$ cat config.mk
export PLATFORM = sky130hd
export DESIGN_NAME = vga_status_reader
export DESIGN_NICKNAME = d
export VERILOG_FILES = /design/src/rtl/vga_status_reader_pkg.sv /design/src/rtl/vga_status_reader_event_detect.sv /design/src/rtl/vga_status_reader.sv
export SDC_FILE = /design/constraint.sdc
export NUM_CORES = 1
export LEC_CHECK = 0
export CAP_MARGIN = 15
export CORE_ASPECT_RATIO = 0.5
export CORE_MARGIN = 2
export CORE_UTILIZATION = 42
export DETAILED_ROUTE_END_ITERATION = 6
export PLACE_DENSITY = 0.77
export SLEW_MARGIN = 40
export SYNTH_ARGS = -nofsm -noshare
export SYNTH_HDL_FRONTEND = slang
export SYNTH_SLANG_ARGS = --single-unit
export TNS_END_PERCENT = 100
$ cat constraint.sdc
create_clock -name clk -period 2.15 [get_ports clk]
set_clock_uncertainty 0.1 [all_clocks]
set_input_delay 0.43 -clock clk [delete_from_list [all_inputs] [get_ports clk]]
set_output_delay 0.43 -clock clk [all_outputs]
set_load 0.1 [all_outputs]
$ cat src/rtl/vga_status_reader_pkg.sv
// vga_status_reader_pkg: VGA timing constants and status register offsets.
package vga_status_reader_pkg;
  localparam logic [15:0] H_VIS_FIRST = 16'd144;
  localparam logic [15:0] H_VIS_LAST  = 16'd783;
  localparam logic [15:0] H_SYNC      = 16'd96;
  localparam logic [15:0] H_TOTAL     = 16'd800;
  localparam logic [15:0] V_VIS_FIRST = 16'd35;
  localparam logic [15:0] V_VIS_LAST  = 16'd514;
  localparam logic [15:0] V_SYNC      = 16'd2;
  localparam logic [15:0] V_TOTAL     = 16'd525;
  localparam logic [11:0] OFF_STATUS  = 12'd0;
  localparam logic [11:0] OFF_LINE    = 12'd1;
  localparam logic [11:0] OFF_FRAME   = 12'd2;
  localparam logic [11:0] OFF_COLUMN  = 12'd3;
  localparam logic [11:0] OFF_CTRL    = 12'd4;
endpackage

$ cat src/rtl/vga_status_reader_event_detect.sv
// vga_event_detect: registers v_count and flags vblank entry and frame start from value changes.
module vga_event_detect
  import vga_status_reader_pkg::*;
#(
  parameter logic [15:0] V_LAST = V_VIS_LAST
) (
  input  logic        clk,
  input  logic        rst,
  input  logic [15:0] v_count,
  output logic [15:0] v_prev,
  output logic        vblank_entry,
  output logic        frame_start
);
  logic [15:0] v_prev_q, v_prev_d;
  always_comb begin
    v_prev_d = v_count;
  end
  always_ff @(posedge clk) begin
    if (rst) v_prev_q <= '0;
    else     v_prev_q <= v_prev_d;
  end
  assign v_prev       = v_prev_q;
  assign vblank_entry = (v_prev_q == V_LAST) && (v_count == V_LAST + 16'd1);
  assign frame_start  = (v_prev_q != '0) && (v_count == '0);
endmodule

$ cat src/rtl/vga_status_reader.sv
// vga_status_reader: CPU read responder for VGA scan position, blanking, frame count and vblank events.
// Define VGA_STATUS_IRQ_EN to enable the CTRL irq_en bit and the registered vblank irq.
module vga_status_reader
  import vga_status_reader_pkg::*;
#(
  parameter logic [11:0] BASE_ADDR = 12'h001,
  parameter logic [15:0] V_FIRST   = V_VIS_FIRST,
  parameter logic [15:0] V_LAST    = V_VIS_LAST,
  parameter logic [15:0] H_FIRST   = H_VIS_FIRST,
  parameter logic [15:0] H_LAST    = H_VIS_LAST
) (
  input  logic        clk,
  input  logic        rst,
  input  logic [15:0] h_count,
  input  logic [15:0] v_count,
  input  logic        read,
  input  logic        write,
  input  logic [11:0] address,
  input  logic [11:0] data,
  output logic [11:0] read_data,
  output logic        read_valid,
  output logic        irq
);
  logic [15:0] v_prev;
  logic        vblank_entry, frame_start, in_vblank, in_hblank;
  logic [11:0] off, rd_mux, status;
  logic        status_rd, frame_wr;
  logic [11:0] frame_cnt_q, frame_cnt_d, read_data_q, read_data_d;
  logic        sticky_q, sticky_d, overrun_q, overrun_d, read_valid_q, read_valid_d;
  logic        irq_en_q;
  vga_event_detect #(.V_LAST(V_LAST)) u_evt (
    .clk          (clk),
    .rst          (rst),
    .v_count      (v_count),
    .v_prev       (v_prev),
    .vblank_entry (vblank_entry),
    .frame_start  (frame_start)
  );
  assign in_vblank = (v_count < V_FIRST) || (v_count > V_LAST);
  assign in_hblank = (h_count < H_FIRST) || (h_count > H_LAST);
  assign off       = address - BASE_ADDR;
  assign status    = {8'b0, overrun_q, sticky_q, in_hblank, in_vblank};
  assign status_rd = read && (off == OFF_STATUS);
  assign frame_wr  = write && (off == OFF_FRAME);
  always_comb begin
    rd_mux = off == OFF_STATUS ? status :
             off == OFF_LINE   ? v_count[11:0] :
             off == OFF_FRAME  ? frame_cnt_q :
             off == OFF_COLUMN ? h_count[11:0] :
             off == OFF_CTRL   ? {11'b0, irq_en_q} : 12'h000;
    // Event sets take priority over the read-to-clear; the read returns pre-update flags.
    sticky_d     = vblank_entry ? 1'b1 : status_rd ? 1'b0 : sticky_q;
    overrun_d    = (vblank_entry && sticky_q) ? 1'b1 : status_rd ? 1'b0 : overrun_q;
    frame_cnt_d  = frame_wr ? data : frame_start ? frame_cnt_q + 12'd1 : frame_cnt_q;
    read_data_d  = read ? rd_mux : read_data_q;
    read_valid_d = read;
  end
  always_ff @(posedge clk) begin
    if (rst) begin
      sticky_q     <= 1'b0;
      overrun_q    <= 1'b0;
      frame_cnt_q  <= '0;
      read_data_q  <= '0;
      read_valid_q <= 1'b0;
    end else begin
      sticky_q     <= sticky_d;
      overrun_q    <= overrun_d;
      frame_cnt_q  <= frame_cnt_d;
      read_data_q  <= read_data_d;
      read_valid_q <= read_valid_d;
    end
  end
`ifdef VGA_STATUS_IRQ_EN
  logic irq_en_d, irq_q, irq_d;
  always_comb begin
    irq_en_d = (write && (off == OFF_CTRL)) ? data[0] : irq_en_q;
    irq_d    = irq_en_q & sticky_q;
  end
  always_ff @(posedge clk) begin
    if (rst) begin
      irq_en_q <= 1'b0;
      irq_q    <= 1'b0;
    end else begin
      irq_en_q <= irq_en_d;
      irq_q    <= irq_d;
    end
  end
  assign irq = irq_q;
`else
  assign irq_en_q = 1'b0;
  assign irq      = 1'b0;
`endif
  assign read_data  = read_data_q;
  assign read_valid = read_valid_q;
endmodule

After elaboration in Yosys (flattened, before gate mapping). Index checks and enable logic that the tools add are counted.

Register bits: 43. Logic and storage cells: 39.

$add $sub $neg: 2. Order comparisons: 4. Equal/unequal tests: 5. Multiplexer cells: 9. Reductions and logical operators: 13.

Operator list (count): 12-bit 2-to-1 mux (6); 16-bit by 10-bit == test with 1-bit output (second input constant) (2); 16-bit by 10-bit greater-than comparator with 1-bit output (second input constant) (2); 12-bit by 2-bit == test with 1-bit output (second input constant) (2); 16-bit zero test (1); 16-bit by 6-bit < comparator with 1-bit output (second input constant) (1); 16-bit by 8-bit < comparator with 1-bit output (second input constant) (1); 16-bit nonzero test (1); 12-bit by 1-bit adder with 12-bit output (second input constant) (1); 12-bit by 1-bit == test with 1-bit output (second input constant) (1); 12-bit zero test (1); 12-bit by 1-bit subtractor with 12-bit output (second input constant) (1); 2-bit nonzero test (3); 1-bit logical AND (5); 1-bit 2-to-1 mux (3); 1-bit logical OR (2).

Logic depth before layout (Yosys ltp).
Word-level depth: 6. Depth in mapped cells: 7.

Cells and area by module. A second synthesis with hierarchy kept.

Cell total of the unflattened synthesis: 235. Area, all modules: 2194.6 µm².

Modules (own cells, without submodules): vga_status_reader (instances 1, cells an instance 186, area each 1674.1 µm², sequential area each 540.5 µm²); vga_event_detect (instances 1, cells an instance 49, area each 520.5 µm², sequential area each 320.3 µm²).

Least setup slack after synthesis. OpenSTA, ideal clock, no wires.

Path type: input -> register. Start point: input port address[4]. End point: register frame_cnt_q[11]. Data arrival time: 2.030 ns. Data required time: 1.910 ns. Path slack: -0.120 ns. Stages: 7. Buffers on the path: 3. Cell sequence: or4_4 > buf_6 > or4_4 > buf_6 > buf_6 > nor2_1 > a211oi_2.

Word-level cells in the longest chain between the ends: 4. Elaborated cells on any way between the ends: 5. Those cells by class: add/sub: 1; eq/ne: 1; mux: 1; reduce/logical: 2.

Ends and longest elaborated chain: start, declared (RTL line vga_status_reader.sv:18) `input logic [11:0] address,`; 12-bit by 1-bit subtractor with 12-bit output (*) (RTL line vga_status_reader.sv:41) `assign off = address - BASE_ADDR;`; 12-bit by 2-bit == test with 1-bit output (*) (RTL line vga_status_reader.sv:44) `assign frame_wr = write && (off == OFF_FRAME);`; 1-bit logical AND (*) (RTL line vga_status_reader.sv:44); 12-bit 2-to-1 mux or 2-bit nonzero test (tied branches); end signal, assigned (RTL line vga_status_reader.sv:68) `frame_cnt_q <= frame_cnt_d;`; end, declared (RTL line vga_status_reader.sv:28) `logic [11:0] frame_cnt_q, frame_cnt_d, read_data_q, read_data_d;`.

Mark *: on every way between the ends. The rest lies on a longest branch, timed or not. A chain may end at the register's enable or synchronous reset.

Final worst setup path.
Start point: input port v_count[7]. End point: register frame_cnt_q[1].

Word-level cells in the longest chain between the ends: 3.

Ends and longest elaborated chain: start, declared (RTL line vga_status_reader.sv:15) `input logic [15:0] v_count,`; 16-bit zero test (RTL line vga_status_reader_event_detect.sv:24) `assign frame_start = (v_prev_q != '0) && (v_count == '0);`; 1-bit logical AND (RTL line vga_status_reader_event_detect.sv:24); 2-bit nonzero test (no line).

Every way passes these cells.

==> results.yml <==
clock_tree:
  cts_hold_buf: 0
  h-tree-depth: 2
  path_clk_slew_ps: 90
  cts.sinks: 43
  clk_path_buf_depth: 2
  cts_tree: "done"
  numCtsBuffers: 5
  cts-root-buf: "clkbuf_8"
  insertion_delay_ps: 300
setup_path:
  reg2regPathDepth: 7
  cp-startpoint: "v_count[7]"
  path_class: "input port to flip-flop"
  start_kind: "input port"
  r2r_start: "u_evt.v_prev[10]$_SDFF_PP0_"
  critPathMaxFanout: 8
  end_kind: "flip-flop"
  worstSetupEndpoint: "frame_cnt_q[1]$_SDFFE_PP0P_"
  rrSetupSlack_ps: 110
  rr_endpoint: "frame_cnt_q[8]$_SDFFE_PP0P_"
  cp_data_arrival_time_ps: 2210
  required_ps: 2240
grt:
  gr-usage-met1: 0.3258
  grt.total_usage: 0.2389
  grt_first_pass_wirelength_um: 11390
  grt_busiest_layer: "met2"
  grt_pass1_vias: 2357
  antenna_found_initial: 0
  use_met2: 0.3962
  grt_max_degree: 32
  overflow: 0
  use_met3: 0.03981
synthesis:
  synth_seq_cells: 43
  synth.largest_area_cell: "dfxtp_1"
  synth-seq-area-share: 0.3762
  synth_cell_types: 51
  syn_area_um2: 2288
  syn_area_per_cell_um2: 9.228
  yosysWarnings: 0
  yosys.area.top_type_share: 0.3762
  synth_area_leaders: "dfxtp_1, a211oi_2, mux2_2"
  synth_nets: 309
  syn_inst: 248
placement:
  dp.cells: 412
  port_buffers: 72
  dp_hpwl_um: 5149
  gp_congestion: 0.8666
sta:
  clock.fmax_mhz: 471.0
  tightest_slew_ps: 866.0
  finalSetupViolCount: 0
  whs_ps: 354.8
  tns_ps: 0
  hold_viol: 0
  post-route-period-util: 0.9874
  report.final.slew_viol_count: 0
  max_slew_margin: 0.4205
  layout_min_cycle_time_ps: 2123
route:
  viasPerCell: 5.600
  remaining_drc_errors: 0
  vias: 2447
  first_iter_violations: 206
  final_antenna_net_count: 0
  wl_um: 7511
  firstDrtPassIters: 5
  post_drt_wl_per_cell_um: 17.19
power:
  ir_worst_vdd_uv: 344.0
  leakage_nw: 1.406
  pwr_density_cell_nw_per_um2: 440.0
finish:
  mostFrequentLayoutCells: "buf_4, clkdlybuf4s50_1, dfxtp_1"
  nets: 427
  n_antenna_cell: 0
  final_cells: 437
  num-fill-cells: 365
  drive_above_1_share: 0.3651
  final_common_cell: "buf_4"
  syn2layout_area_growth_pct: 62.88
die:
  die_h_um: 56.20
  placementRows: 18
  start_util: 0.4496
  die_area_um2: 6091
  dieWidth_um: 108.4
  pin_count: 74
  core_um2: 5090
run:
  maxCapViolCount: 0
run_status:
  outcome: "complete, no violations"
hold_path:
  hp-class: "flip-flop to flip-flop"
==> through the flow <==
step	instance area (µm²)	total power, W	setup slack (ps)	util
4_1_cts	3563	0.001620	-28.21	0.7001
5_1_grt	3727	0.001698	-39.24	0.7323
2_1_floorplan	2364	0.0009238	-62.92	-
3_5_place_dp	3316	0.001095	-496.6	0.6514
3_3_place_gp	3316	0.001090	-458.2	0.6514
6_report	3727	0.001640	27.01	0.7323
==> worst max-delay path, cell delays in order <==
cell	delay (ps)
clkdlybuf4s50_1	420
or3_4	340
nand2b_4	170
buf_6	150
a211oi_4	240
buf_6	170
mux2i_1	210
a211oi_2	80
==> Yosys cell counts, drive strengths merged <==
master,number
a2111o,1
a2111oi,7
a211o,1
a211oi,10
a21bo,2
a21oi,3
a221oi,2
a22oi,8
a311oi,3
a31o,1
a32o,1
a32oi,1
and2,1
and3,2
and4,3
buf,11
clkbuf,4
conb,1
dfxtp,43
ha,1
inv,2
mux2,10
mux2i,2
nand2,17
nand2b,7
nand3,6
nand3b,3
nand4,7
nor2,25
nor2b,17
nor3,1
nor4,9
o21ai,14
o221ai,1
o22ai,1
o31a,1
o31ai,1
o41ai,1
or2,2
or3,2
or4,4
or4b,1
xnor2,8
==> worst min-delay path by stage <==
| stage | from | endpoint | slack [ps] | depth (start not counted) |
|---|---|---|---|---|
| 5_1_grt | read_data[7]$_SDFFE_PP0P_ | read_data[7]$_SDFFE_PP0P_ | 370 | 2 |
| 2_1_floorplan | overrun_q$_SDFFE_PP0P_ | overrun_q$_SDFFE_PP0P_ | 330 | 2 |
| 3_3_place_gp | overrun_q$_SDFFE_PP0P_ | overrun_q$_SDFFE_PP0P_ | 340 | 2 |
| 3_5_place_dp | read_data[10]$_SDFFE_PP0P_ | read_data[10]$_SDFFE_PP0P_ | 340 | 2 |
| 6_report | read_data[7]$_SDFFE_PP0P_ | read_data[7]$_SDFFE_PP0P_ | 350 | 2 |
| 4_1_cts | read_data[10]$_SDFFE_PP0P_ | read_data[10]$_SDFFE_PP0P_ | 370 | 2 |
==> state kept, by name, indices dropped and copies added (netlist names) <==
name / flops
u_evt.v_prev: 16
frame_cnt_q: 12
read_data: 12
overrun_q: 1
read_valid: 1
sticky_q: 1
==> per-layer routing <==
layer	vias up	part of all wire
met1	1170	0.45
met2	103	0.47
met5	-	0
met3	10	0.064
li1	1164	-
met4	0	0.011
==> area by class of cell <==
cell class                 instances  area, µm²  area share
clock buffer                       5      68.82     0.01846
tap                               70      87.58     0.02350
inverter                           2      7.507    0.002014
clock inverter                     3      25.02    0.006714
timing repair buffer             126       1157      0.3105
sequential                        43      860.8      0.2310
multi-input combinational        188       1520      0.4079
==> logic make-up (layout without fill, tap and decap cells) <==
family	Yosys count	in the layout	share of synthesized area
fa+ha+maj	1	1	0.005467
compound gates	59	59	0.2171
flops	43	43	0.3762
other cells	1	1	0.001639
simple gates	107	107	0.2630
xor+xnor	8	8	0.03062
mux	12	12	0.05796
buf+inv	17	136	0.04811
==> power by group <==
part	switching (W)	internal [W]	total, W
Sequential	0.00000530	0.000813	0.000818
Combinational	0.000125	0.000155	0.000280
Clock	0.000309	0.000233	0.000541
Total	0.000439	0.00120	0.00164
==> timing repair <==
| item | in CTS | in global routing |
|---|---|---|
| buffers inserted | 6 | 8 |
| pin swaps | 14 | 17 |
| gates resized for setup | 31 | 30 |
| cloned | 2 | 1 |
| setup endpoints to repair | 24 | 22 |
No activity file was read; power rests on OpenSTA's default activity.
